`config.mk`:
```
export PLATFORM = sky130hd
export DESIGN_NAME = barrier_collision_judge_flat
export DESIGN_NICKNAME = d
export VERILOG_FILES = /design/src/rtl/barrier_collision_judge_if.sv /design/src/rtl/barrier_collision_judge.sv /design/src/flat_wrapper.sv
export SDC_FILE = /design/constraint.sdc
export NUM_CORES = 1
export LEC_CHECK = 0
export ABC_AREA = 0
export CAP_MARGIN = 20
export CORE_MARGIN = 2
export CORE_UTILIZATION = 25
export DETAILED_ROUTE_END_ITERATION = 16
export HOLD_SLACK_MARGIN = 0.12
export PLACE_DENSITY_LB_ADDON = 0.25
export SYNTH_ARGS = -nofsm -noshare
export SYNTH_HDL_FRONTEND = slang
export SYNTH_SLANG_ARGS = --single-unit
```
`constraint.sdc`:
```
create_clock -name i_clk -period 2 [get_ports i_clk]
set_clock_uncertainty 0.15 [all_clocks]
set_input_delay 0.4 -clock i_clk [delete_from_list [all_inputs] [get_ports i_clk]]
set_output_delay 0.4 -clock i_clk [all_outputs]
set_load 0.03 [all_outputs]
```
`src/rtl/barrier_collision_judge_if.sv`:
```
// Handshake bundle between the sprite pipeline / top-level FSM and barrier_collision_judge.
// The master drives pixel hits and strobes; the slave (the judge) returns game status.
interface barrier_collision_judge_if #(
  parameter int N_BARRIERS = 3,
  parameter int SCORE_W    = 16
);
  logic                  i_frame_end;
  logic                  i_game_start;
  logic                  i_player_hit;
  logic [N_BARRIERS-1:0] i_barrier_hit;
  logic [N_BARRIERS-1:0] i_barrier_in_pos;
  logic [3:0]            o_lives;
  logic                  o_collision;
  logic [N_BARRIERS-1:0] o_hit_mask;
  logic                  o_invuln;
  logic                  o_game_over;
  logic [SCORE_W-1:0]    o_score;
  logic                  o_player_visible;

  modport master (
    output i_frame_end, i_game_start, i_player_hit, i_barrier_hit, i_barrier_in_pos,
    input  o_lives, o_collision, o_hit_mask, o_invuln, o_game_over, o_score,
           o_player_visible
  );

  modport slave (
    input  i_frame_end, i_game_start, i_player_hit, i_barrier_hit, i_barrier_in_pos,
    output o_lives, o_collision, o_hit_mask, o_invuln, o_game_over, o_score,
           o_player_visible
  );
endinterface

```
`src/rtl/barrier_collision_judge.sv`:
```
// Per-frame player/barrier collision judge: lives, invulnerability, game-over and score.
// Optional player blink during invulnerability is enabled by defining BARRIER_JUDGE_BLINK_EN.
module barrier_collision_judge #(
  parameter int N_BARRIERS    = 3,
  parameter int START_LIVES   = 3,
  parameter int INVULN_FRAMES = 60,
  parameter int SCORE_W       = 16
) (
  input logic                     i_clk,
  input logic                     i_rst,
  barrier_collision_judge_if.slave bus
);

  typedef enum logic [1:0] {
    ST_IDLE,
    ST_PLAYING,
    ST_INVULN,
    ST_GAME_OVER
  } state_t;

  localparam logic [3:0]         LIVES_INIT  = 4'(START_LIVES);
  localparam logic [7:0]         INVULN_INIT = 8'(INVULN_FRAMES);
  localparam logic [SCORE_W-1:0] SCORE_MAX   = '1;
  localparam logic [SCORE_W-1:0] SCORE_ONE   = SCORE_W'(1);

  state_t                state_q, state_d;
  logic [3:0]            lives_q, lives_d;
  logic [N_BARRIERS-1:0] overlap_q, overlap_d;
  logic [N_BARRIERS-1:0] hit_mask_q, hit_mask_d;
  logic [7:0]            invuln_cnt_q, invuln_cnt_d;
  logic [SCORE_W-1:0]    score_q, score_d;
  logic                  collision_q, collision_d;

  logic                  active;
  logic [N_BARRIERS-1:0] pixel_hit;
  logic [N_BARRIERS-1:0] overlap_now;
  logic [SCORE_W-1:0]    score_inc;

  assign active      = (state_q == ST_PLAYING) || (state_q == ST_INVULN);
  assign pixel_hit   = {N_BARRIERS{bus.i_player_hit}} & bus.i_barrier_hit & bus.i_barrier_in_pos;
  // The pixel coinciding with the frame-end strobe still belongs to the ending frame.
  assign overlap_now = overlap_q | pixel_hit;
  assign score_inc   = (score_q == SCORE_MAX) ? score_q : score_q + SCORE_ONE;

  always_comb begin
    state_d      = state_q;
    lives_d      = lives_q;
    hit_mask_d   = hit_mask_q;
    invuln_cnt_d = invuln_cnt_q;
    score_d      = score_q;
    collision_d  = 1'b0;
    overlap_d    = active ? overlap_now : '0;

    if (bus.i_frame_end) begin
      overlap_d = '0;
    end

    case (state_q)
      ST_PLAYING: begin
        if (bus.i_frame_end) begin
          if (overlap_now != '0) begin
            collision_d = 1'b1;
            hit_mask_d  = overlap_now;
            if (lives_q <= 4'd1) begin
              lives_d = 4'd0;
              state_d = ST_GAME_OVER;
            end else begin
              lives_d      = lives_q - 4'd1;
              invuln_cnt_d = INVULN_INIT;
              state_d      = ST_INVULN;
            end
          end else begin
            score_d = score_inc;
          end
        end
      end
      ST_INVULN: begin
        if (bus.i_frame_end) begin
          score_d = score_inc;
          if (invuln_cnt_q <= 8'd1) begin
            invuln_cnt_d = 8'd0;
            state_d      = ST_PLAYING;
          end else begin
            invuln_cnt_d = invuln_cnt_q - 8'd1;
          end
        end
      end
      default: begin
      end
    endcase

    // A start strobe overrides any same-cycle frame decision.
    if (bus.i_game_start) begin
      state_d      = ST_PLAYING;
      lives_d      = LIVES_INIT;
      score_d      = '0;
      invuln_cnt_d = 8'd0;
      collision_d  = 1'b0;
      overlap_d    = '0;
      if (state_q == ST_GAME_OVER) begin
        hit_mask_d = '0;
      end
    end
  end

  always_ff @(posedge i_clk or posedge i_rst) begin
    if (i_rst) begin
      state_q      <= ST_IDLE;
      lives_q      <= LIVES_INIT;
      overlap_q    <= '0;
      hit_mask_q   <= '0;
      invuln_cnt_q <= 8'd0;
      score_q      <= '0;
      collision_q  <= 1'b0;
    end else begin
      state_q      <= state_d;
      lives_q      <= lives_d;
      overlap_q    <= overlap_d;
      hit_mask_q   <= hit_mask_d;
      invuln_cnt_q <= invuln_cnt_d;
      score_q      <= score_d;
      collision_q  <= collision_d;
    end
  end

  assign bus.o_lives     = lives_q;
  assign bus.o_collision = collision_q;
  assign bus.o_hit_mask  = hit_mask_q;
  assign bus.o_invuln    = (state_q == ST_INVULN);
  assign bus.o_game_over = (state_q == ST_GAME_OVER);
  assign bus.o_score     = score_q;

`ifdef BARRIER_JUDGE_BLINK_EN
  logic [1:0] blink_cnt_q, blink_cnt_d;
  logic       visible_q, visible_d;

  // Toggle on every 4th frame end spent invulnerable; always visible otherwise.
  always_comb begin
    blink_cnt_d = blink_cnt_q;
    visible_d   = visible_q;
    if (state_q == ST_INVULN && bus.i_frame_end && !bus.i_game_start) begin
      blink_cnt_d = blink_cnt_q + 2'd1;
      if (blink_cnt_q == 2'd3) begin
        visible_d = ~visible_q;
      end
    end
    if (state_d != ST_INVULN) begin
      blink_cnt_d = 2'd0;
      visible_d   = 1'b1;
    end
  end

  always_ff @(posedge i_clk or posedge i_rst) begin
    if (i_rst) begin
      blink_cnt_q <= 2'd0;
      visible_q   <= 1'b1;
    end else begin
      blink_cnt_q <= blink_cnt_d;
      visible_q   <= visible_d;
    end
  end

  assign bus.o_player_visible = visible_q;
`else
  assign bus.o_player_visible = 1'b1;
`endif

endmodule

```
`src/flat_wrapper.sv`:
```
// flat-port wrapper written by rule: the top's interface ports become plain ports
module barrier_collision_judge_flat 
#(
  parameter int N_BARRIERS    = 3,
  parameter int START_LIVES   = 3,
  parameter int INVULN_FRAMES = 60,
  parameter int SCORE_W       = 16
)
  (i_clk, i_rst, bus_i_frame_end, bus_i_game_start, bus_i_player_hit, bus_i_barrier_hit, bus_i_barrier_in_pos, bus_o_lives, bus_o_collision, bus_o_hit_mask, bus_o_invuln, bus_o_game_over, bus_o_score, bus_o_player_visible);
  barrier_collision_judge_if #(.N_BARRIERS(N_BARRIERS), .SCORE_W(SCORE_W)) bus_i ();
  input logic i_clk;
  input logic i_rst;
  input wire logic [$bits(bus_i.i_frame_end)-1:0] bus_i_frame_end;
  input wire logic [$bits(bus_i.i_game_start)-1:0] bus_i_game_start;
  input wire logic [$bits(bus_i.i_player_hit)-1:0] bus_i_player_hit;
  input wire logic [$bits(bus_i.i_barrier_hit)-1:0] bus_i_barrier_hit;
  input wire logic [$bits(bus_i.i_barrier_in_pos)-1:0] bus_i_barrier_in_pos;
  output wire logic [$bits(bus_i.o_lives)-1:0] bus_o_lives;
  output wire logic [$bits(bus_i.o_collision)-1:0] bus_o_collision;
  output wire logic [$bits(bus_i.o_hit_mask)-1:0] bus_o_hit_mask;
  output wire logic [$bits(bus_i.o_invuln)-1:0] bus_o_invuln;
  output wire logic [$bits(bus_i.o_game_over)-1:0] bus_o_game_over;
  output wire logic [$bits(bus_i.o_score)-1:0] bus_o_score;
  output wire logic [$bits(bus_i.o_player_visible)-1:0] bus_o_player_visible;
  assign bus_i.i_frame_end = bus_i_frame_end;
  assign bus_i.i_game_start = bus_i_game_start;
  assign bus_i.i_player_hit = bus_i_player_hit;
  assign bus_i.i_barrier_hit = bus_i_barrier_hit;
  assign bus_i.i_barrier_in_pos = bus_i_barrier_in_pos;
  assign bus_o_lives = bus_i.o_lives;
  assign bus_o_collision = bus_i.o_collision;
  assign bus_o_hit_mask = bus_i.o_hit_mask;
  assign bus_o_invuln = bus_i.o_invuln;
  assign bus_o_game_over = bus_i.o_game_over;
  assign bus_o_score = bus_i.o_score;
  assign bus_o_player_visible = bus_i.o_player_visible;
  barrier_collision_judge #(.N_BARRIERS(N_BARRIERS), .START_LIVES(START_LIVES), .INVULN_FRAMES(INVULN_FRAMES), .SCORE_W(SCORE_W)) u_core (.i_clk(i_clk), .i_rst(i_rst), .bus(bus_i));
endmodule
```
## Word level (Yosys, flattened, before mapping)

Index checks and enable logic that the tools add are counted.

| operators by class | value |
|---|---|
| $add $sub $neg | 3 |
| magnitude comparators | 2 |
| equality and inequality tests | 10 |
| multiplexer cells | 37 |
| bitwise gates (word level) | 3 |
| reductions and logical operators | 10 |

Operators by type and width:

| cell | count |
|---|---|
| $mux W16 | 5 |
| $mux W8 | 6 |
| $pmux W16 S2 | 1 |
| $mux W3 | 8 |
| $mux W4 | 5 |
| $add A16 B1 Y16 const B | 1 |
| $eq A16 B16 Y1 const B | 1 |
| $pmux W8 S2 | 1 |
| $ne A3 B3 Y1 const B | 5 |
| $mux W2 | 5 |
| $reduce_and A5 Y1 | 2 |
| $le A8 B1 Y1 const B | 1 |
| $sub A8 B1 Y8 const B | 1 |
| $and A3 B3 Y3 | 2 |
| $reduce_bool A2 Y1 | 3 |
| $reduce_bool A3 Y1 | 2 |
| $mux W1 | 5 |
| $eq A2 B2 Y1 const B | 2 |
| $le A4 B1 Y1 const B | 1 |
| $pmux W2 S2 | 1 |
| $reduce_and A4 Y1 | 1 |
| $sub A4 B1 Y4 const B | 1 |
| $ne A3 B2 Y1 const B | 1 |
| $or A3 B3 Y3 | 1 |
| other kinds (3) | 3 |

| word-level totals | value |
|---|---|
| register bits after elaboration | 37 |
| output and inout bits | 27 |
| word-level logic and storage cells | 72 |

## Longest topological paths before layout

Gate-level depths: netlist of run 1.

| depth | value |
|---|---|
| word-level depth | 9 |
| gate-level depth with buffers | 8 |
| mapped depth without buffers | 7 |

## Worst setup path after synthesis of run 1

Ideal clock, no wire load.

| timing path | value |
|---|---|
| kind | flip-flop to flip-flop |
| start | reg u_core.state_q[0] |
| end | reg u_core.score_q[4] (netlist: u_core.bus.o_score[4]) |
| library setup time | 127 ps |
| arrival time | 2120 ps |
| path slack | -398 ps |
| cell stages (with the launch flop) | 9 |
| cells stage by stage | dfrtp_1 > inv_1 > ha_1 > o21a_1 > nor2_1 > clkbuf_1 > a2111oi_2 > nand3_1 > mux2_1 |

| on the way | value |
|---|---|
| cells in the longest elaborated chain, start to end | 3 |
| elaborated cells on any way between the ends | 9 |
| classes of those cells | eq/ne: 5; mux: 2; reduce/logical: 2 |

Ends and longest elaborated chain:

| item | RTL line | RTL |
|---|---|---|
| start: declaration | barrier_collision_judge.sv:26 | `state_t state_q, state_d;` |
| start signal: assignment | barrier_collision_judge.sv:116 | `state_q <= state_d;` |
| $eq A2 B2 Y1 (*) | - |  |
| via bus_o_invuln | flat_wrapper.sv:21 | `output wire logic [$bits(bus_i.o_invuln)-1:0] bus_o_invuln;` |
| $ne A3 B3 Y1 (no source line), or another cell as far along | - |  |
| $reduce_and A4 Y1 (no source line) or $mux W16 (tied branches) | - |  |
| end signal: assignment | barrier_collision_judge.sv:121 | `score_q <= score_d;` |
| end: declaration | barrier_collision_judge.sv:31 | `logic [SCORE_W-1:0] score_q, score_d;` |

Mark *: on every way through the listed nets, which the timed path passes. The rest lies on a longest branch.
A chain may end at the register's enable or synchronous reset.

## Worst setup path in the final report of run 1

| timing path | value |
|---|---|
| start | reg u_core.state_q[1] |
| end | reg u_core.invuln_cnt_q[6] |

| on the way | value |
|---|---|
| cells in the longest elaborated chain, start to end | 3 |
| elaborated cells on any way between the ends | 10 |
| classes of those cells | eq/ne: 6; mux: 2; reduce/logical: 2 |

Ends and longest elaborated chain:

| item | RTL line | RTL |
|---|---|---|
| $eq A2 B1 Y1 or $eq A2 B2 Y1 (tied branches) | barrier_collision_judge.sv:58 | `case (state_q)` |
| $ne A3 B3 Y1 (no source line), or another cell as far along | - |  |
| $reduce_and A5 Y1 (no source line) or $mux W8 (tied branches) | - |  |
| end signal: assignment | barrier_collision_judge.sv:120 | `invuln_cnt_q <= invuln_cnt_d;` |
| end: declaration | barrier_collision_judge.sv:30 | `logic [7:0] invuln_cnt_q, invuln_cnt_d;` |

Parallel ways exist; a longest one is shown, timed or not.

==> impl_metrics.csv, run 1 <==
group,metric,value,unit
status,status,"complete, but fails checks",
status,violations,"setup timing",
die,coreArea,8806,µm²
routing,drt_iter0_drc,63,
logic_synthesis,synth_nets,253,
placement,dp_hpwl,4612,µm
logic_synthesis,seq_area_frac_synth,40.44,%
logic_synthesis,synth.area.top_cells,"dfrtp_1, a21oi_1, ha_1",
layout,multiInputGateArea,1610,µm²
timing,finalCritPeriodShare,109.5,%
critical_path,cp.required,2.03,ns
critical_path,startpoint,"u_core.state_q[1]",
critical_path,cp-end-kind,"flop",
power,total_power,3.586,mW
placement,io_buffers,36,
critical_path,arrival,2.22,ns
critical_path,crit_type,"reg -> reg",
timing,slew_headroom,66.14,%
cts,cts_made_buffers,5,
timing,fin_tns_setup,-2.056,ns
cts,cts.sinks,37,
die,die_h,99.83,µm
global_route,track_usage,12.58,%
critical_path,critPathBufInv,3,
timing,hold_viol,0,
logic_synthesis,synth_warnings,0,
global_route,antenna_found_initial,0,
logic_synthesis,ys.flop_type,"dfrtp_1",
timing,max_clock_freq,456.8,MHz
placement,place_inst,426,
die,fp.dieW,99.83,µm
routing,wl_per_cell,14.23,µm
logic_synthesis,ys_ff_latch,37,
timing,tightest_slew,0.5037,ns
timing,rsz0062_at_grt,"yes",
critical_path,path_cells,"inv_1 -> ha_2 -> buf_6 -> or2b_4 -> buf_4 -> or4_4 -> nand4_1 -> xnor2_1 -> and2_1",
critical_path,crit_fanout,3,
placement,place_ws,-0.5831,ns
timing,whs,0.3027,ns
logic_synthesis,yosysTopAreaCell,"dfrtp_1",
layout,nets,352,
cts,cts.path.max_buffers,2,
logic_synthesis,synth_cell_types,61,
logic_synthesis,synth_most_common_cell,"dfrtp_1",
die,rows,34,
logic_synthesis,async_flop_share,100.0,%
placement,gp_congestion,0.7447,
cts,clkTransAtPathRegs,0.08,ns
cts,cts_root_buffer,"clkbuf_8",
timing,period_needed,2.189,ns
timing,worst_slack,-0.1892,ns
layout,regArea,935.9,µm²
critical_path,rrSetupSlack,-0.19,ns
layout,antenna_cells,0,
logic_synthesis,yosysTopAreaCellShare,38.15,%
routing,route.detailed.drc,0,
die,start_util,26.07,%
power,power_leakage,1.612,nW
global_route,grt_overflow_total,0,
min_path,hold_class,"in -> async",
layout,drive_gt1_share,45.21,%
critical_path,r2r_end,"u_core.invuln_cnt_q[6]",
routing,routed_wl,6290,µm
cts,tritoncts,"yes",
routing,vias,2178,
critical_path,crit_cells,9,
critical_path,ff2ff_path_depth,9,
logic_synthesis,synth.top_cells.by_count,"dfrtp_1, nor2_1, a21oi_1, inv_1, nand2_1",
critical_path,r2r_start,"u_core.state_q[1]",
timing,slew_viol_final,0,
logic_synthesis,netlist_area,2296,µm²
layout,n_fill_cell,866,
layout,syn2layout_area_growth,62.18,%
logic_synthesis,syn_area_per_cell,9.812,µm²
logic_synthesis,synth_edf_count,0,
routing,drt.antenna.violating_nets,0,
critical_path,critPathLaunchType,"flop",
global_route,grt_first_pass_wirelength,10270,µm
critical_path,slowest_delay,0.42,ns
critical_path,cp_slowest_cell,"or4_4",
power,ir_drop,500.9,µV
global_route,grt_max_degree,38,
logic_synthesis,synthCells,234,
routing,drt_first_pass_iters,4,
layout,finalNonFillerCells,442,
global_route,first_global_vias,2163,
cts,htree_levels,2,
critical_path,path_delay_family,"simple AND/OR/NAND/NOR gates",
timing,finalSetupViolations,20,
routing,vias_per_cell,4.928,
critical_path,worstSetupEndpoint,"u_core.invuln_cnt_q[6]",
die,die-area,9966,µm²
power,power_density,963.1,nW/µm²
flow_run,maxCapViolations,0,
cts,worstSkewPairLatency,0.28,ns
die,ioPinCount,38,
-- area by class of cell --
class | count | area share (%)
inverters | 14 | 1.411
repair buffers | 100 | 23.45
clock inverters | 1 | 0.8065
well taps | 108 | 3.629
multi-input cells | 175 | 43.25
clock buffers | 7 | 2.319
flip-flops and latches | 37 | 25.13
-- cells in the final DEF, fill, tap and decap left out, types with 4 or more instances in the layout --
cell type         n
a21oi_2           6
nand2_1           7
dlymetal6s2s_1    4
or4_4             4
dlygate4sd2_1    15
xnor2_1           4
inv_1            12
a31oi_4           6
dfrtp_1          29
buf_6             7
clkbuf_8          6
buf_4            55
dfrtp_2           6
o31ai_1           5
clkdlybuf4s50_1  15
a21oi_1          14
o21ai_1           5
nand4_1           8
ha_2              4
nor2_1           20
-- logic make-up after synthesis --
kind of cell    after synthesis  synth area share, %
simple gates                 90                22.89
other cells                   1               0.1633
flops                        37                40.44
fa+ha+maj                     8                4.360
mux                           4                2.125
compound gates               67                23.11
buf+inv                      22                5.014
xor+xnor                      5                1.907
-- worst min path at each step --
stage | from | to | slack [ns] | cells after the start
4_1_cts | i_rst | u_core.bus.o_collision | 0.31 | 3
3_3_place_gp | u_core.bus.o_hit_mask[0] | u_core.bus.o_hit_mask[0] | 0.39 | 2
6_report | i_rst | u_core.bus.o_score[6] | 0.30 | 3
3_5_place_dp | u_core.bus.o_hit_mask[1] | u_core.bus.o_hit_mask[1] | 0.39 | 2
5_1_grt | i_rst | u_core.bus.o_score[6] | 0.33 | 3
2_1_floorplan | u_core.invuln_cnt_q[1] | u_core.invuln_cnt_q[1] | 0.37 | 2
-- layer usage --
| metal | part of all wire, % | GRT usage, % | vias to the layer above |
|---|---|---|---|
| met2 | 48 | 20.95 | 37 |
| met1 | 48 | 17.09 | 1064 |
| met5 | 0 | 0 | - |
| met3 | 3.0 | 2.298 | 5 |
| met4 | 0.95 | 2.845 | 0 |
| li1 | - | - | 1072 |
-- flip-flops by register name, summed over array words and instances, names as in the netlist --
register	count
u_core.bus.o_hit_mask	3
u_core.overlap_q	3
u_core.bus.o_score	16
u_core.bus.o_collision	1
u_core.bus.o_lives	4
u_core.invuln_cnt_q	8
u_core.state_q	2
-- report_power, final --
part / total (mW) / switching, mW / internal, mW
registers: 1.05 / 0.157 / 0.890
logic: 1.86 / 0.938 / 0.920
clock network: 0.681 / 0.274 / 0.407
total: 3.59 / 1.37 / 2.22
-- worst min-delay path: stages --
cell and delay, ns:
clkdlybuf4s50_1 0.39, inv_1 0.09, buf_12 0.23
-- per-stage QoR --
stage / utilization [%] / cell area [µm²]
2_1_floorplan: - / 2345
3_3_place_gp: 36.37 / 3203
3_5_place_dp: 36.37 / 3203
4_1_cts: 38.70 / 3408
5_1_grt: 42.28 / 3724
6_report: 42.28 / 3724
-- repair_timing --
action | CTS | global route
buffers inserted | 5 | 5
pin swaps | 6 | 21
hold buffers | 0 | 0
gates resized for setup | 35 | 66
endpoints found under the setup margin | 42 | 33
endpoints found under the hold margin | 0 | 0
Note: power is estimated with default switching activity, not from simulation.
==> run 2, diff against run 1 <==
Settings changed: HOLD_SLACK_MARGIN 0.12 to 0.03, TNS_END_PERCENT from default to 50.
==> impl_metrics.csv, run 2 (synthesized netlist as in run 1, its figures left out) <==
group,metric,value,unit
status,status,"complete, but fails checks",
status,violations,"setup timing",
critical_path,r2r_start,"u_core.state_q[0]",
cts,worstSkewPairLatency,0.29,ns
timing,max_clock_freq,480.2,MHz
critical_path,cp-end-kind,"flop",
power,p_clk_share,21.3,%
power,p_comb_share,50.8,%
die,rows,34,
critical_path,crit_fanout,4,
die,die-area,9966,µm²
die,die_h,99.83,µm
power,p_int,2.320,mW
critical_path,critPathLaunchType,"flop",
timing,tightest_slew,0.4970,ns
power,ir_drop,573.3,µV
global_route,first_global_vias,2207,
routing,route.detailed.drc,0,
routing,vias_per_cell,4.989,
critical_path,arrival,2.15,ns
cts,cts.sinks,37,
routing,wl_per_cell,14.71,µm
timing,hold_viol,0,
die,coreArea,8806,µm²
routing,drt_first_pass_iters,4,
power,total_power,3.696,mW
global_route,grt_max_degree,38,
routing,drt.antenna.violating_nets,0,
placement,io_buffers,36,
timing,fin_tns_setup,-0.6322,ns
timing,period_needed,2.083,ns
layout,syn2layout_area_growth,63.60,%
placement,place_inst,429,
critical_path,cp.required,2.07,ns
placement,dp_hpwl,4559,µm
layout,final_common_cell,"buf_4",
layout,nets,358,
layout,layout_common_cells,"buf_4, dfrtp_1, nor2_1",
layout,largest_reg_flops,16,
die,ioPinCount,38,
die,start_util,26.07,%
layout,antenna_cells,0,
global_route,grt_overflow_total,0,
global_route,antenna_found_initial,0,
power,power_frac_seq,27.9,%
timing,rsz0062_at_grt,"yes",
routing,drt_iter0_drc,68,
routing,routed_wl,6592,µm
timing,finalSetupViolations,13,
flow_run,maxCapViolations,0,
cts,cts.path.max_buffers,2,
critical_path,crit_type,"reg -> reg",
power,swShare,37.23,%
power,power_leakage,1.701,nW
layout,finalNonFillerCells,448,
cts,clkTransAtPathRegs,0.08,ns
timing,worst_slack,-0.08255,ns
cts,htree_levels,2,
placement,gp_congestion,0.8003,
cts,cts_made_buffers,5,
timing,finalCritPeriodShare,104.1,%
layout,drive_gt1_share,45.29,%
power,power_density,984.1,nW/µm²
global_route,grt_first_pass_wirelength,10710,µm
global_route,track_usage,13.35,%
min_path,hold_class,"in -> async",
critical_path,startpoint,"u_core.state_q[0]",
power,switchingPower,1.376,mW
cts,cts_root_buffer,"clkbuf_8",
die,fp.dieW,99.83,µm
routing,vias,2235,
placement,place_ws,-0.5424,ns
cts,tritoncts,"yes",
timing,slew_headroom,66.68,%
timing,slew_viol_final,0,
## run 2: final timing paths
check                                            to  slack [ns]  depth (start not counted)
min in group i_clk         u_core.bus.o_hit_mask[0]        0.41                          2
min                          u_core.bus.o_score[12]        0.32                          3
min reg2reg                u_core.bus.o_hit_mask[0]        0.41                          2
max                           u_core.bus.o_score[8]       -0.08                          7
max in group asynchronous     u_core.bus.o_lives[1]        1.13                          3
max reg2reg                   u_core.bus.o_score[8]       -0.08                          7
## run 2: power by group through the flow
| stage | Clock, mW | Combinational [mW] | Sequential (mW) |
|---|---|---|---|
| 4_1_cts | 0.808 | 1.67 | 1.01 |
| 5_1_grt | 0.846 | 2.03 | 1.05 |
| 6_report | 0.788 | 1.88 | 1.03 |
| 3_5_place_dp | 0 | 1.52 | 1.02 |
| 3_3_place_gp | 0 | 1.50 | 1.01 |
| 2_1_floorplan | 0 | 0.708 | 1.14 |
## run 2: repair_timing
| item | CTS | global route |
|---|---|---|
| gates resized for setup | 50 | 48 |
| pin swaps | 12 | 11 |
| gates cloned | 1 | 0 |
| setup buffers | 6 | 4 |
| endpoints found under the setup margin | 42 | 35 |
| hold buffers | 0 | 0 |
## run 2: area by class of cell
| type | count | area, µm² |
|---|---|---|
| Clock buffer | 5 | 68.82 |
| Clock inverter | 3 | 65.06 |
| Fill cell | 852 | 5050 |
| Inverter | 14 | 52.55 |
| Multi-Input combinational cell | 176 | 1570 |
| Sequential cell | 37 | 937.1 |
| Tap cell | 108 | 135.1 |
| Timing Repair Buffer | 105 | 927.1 |
## run 2: per-layer routing
metal	share of wire, %	vias up	GRT usage [%]
li1	-	1086	-
met1	46	1104	17.23
met2	50	36	23.23
met3	2.8	9	2.437
met4	1.1	0	3.161
met5	0	-	0
## run 2: stage by stage
stage | instance area [µm²] | hold slack (ns) | util, %
final | 3756 | 0.3164 | 42.65
after floorplan | 2342 | 0.3661 | -
after detailed placement | 3223 | 0.3668 | 36.60
after CTS | 3518 | 0.3122 | 39.95
after global routing | 3756 | 0.3571 | 42.65
after global placement | 3223 | 0.3751 | 36.60
## run 2: worst max-delay path, stage by stage (launching register included)
cell      delay (ns)
dfrtp_2         0.44
ha_4            0.19
buf_6           0.11
or2b_4          0.21
a31oi_4         0.06
a211oi_4        0.24
or4b_1          0.47
a21oi_2         0.14
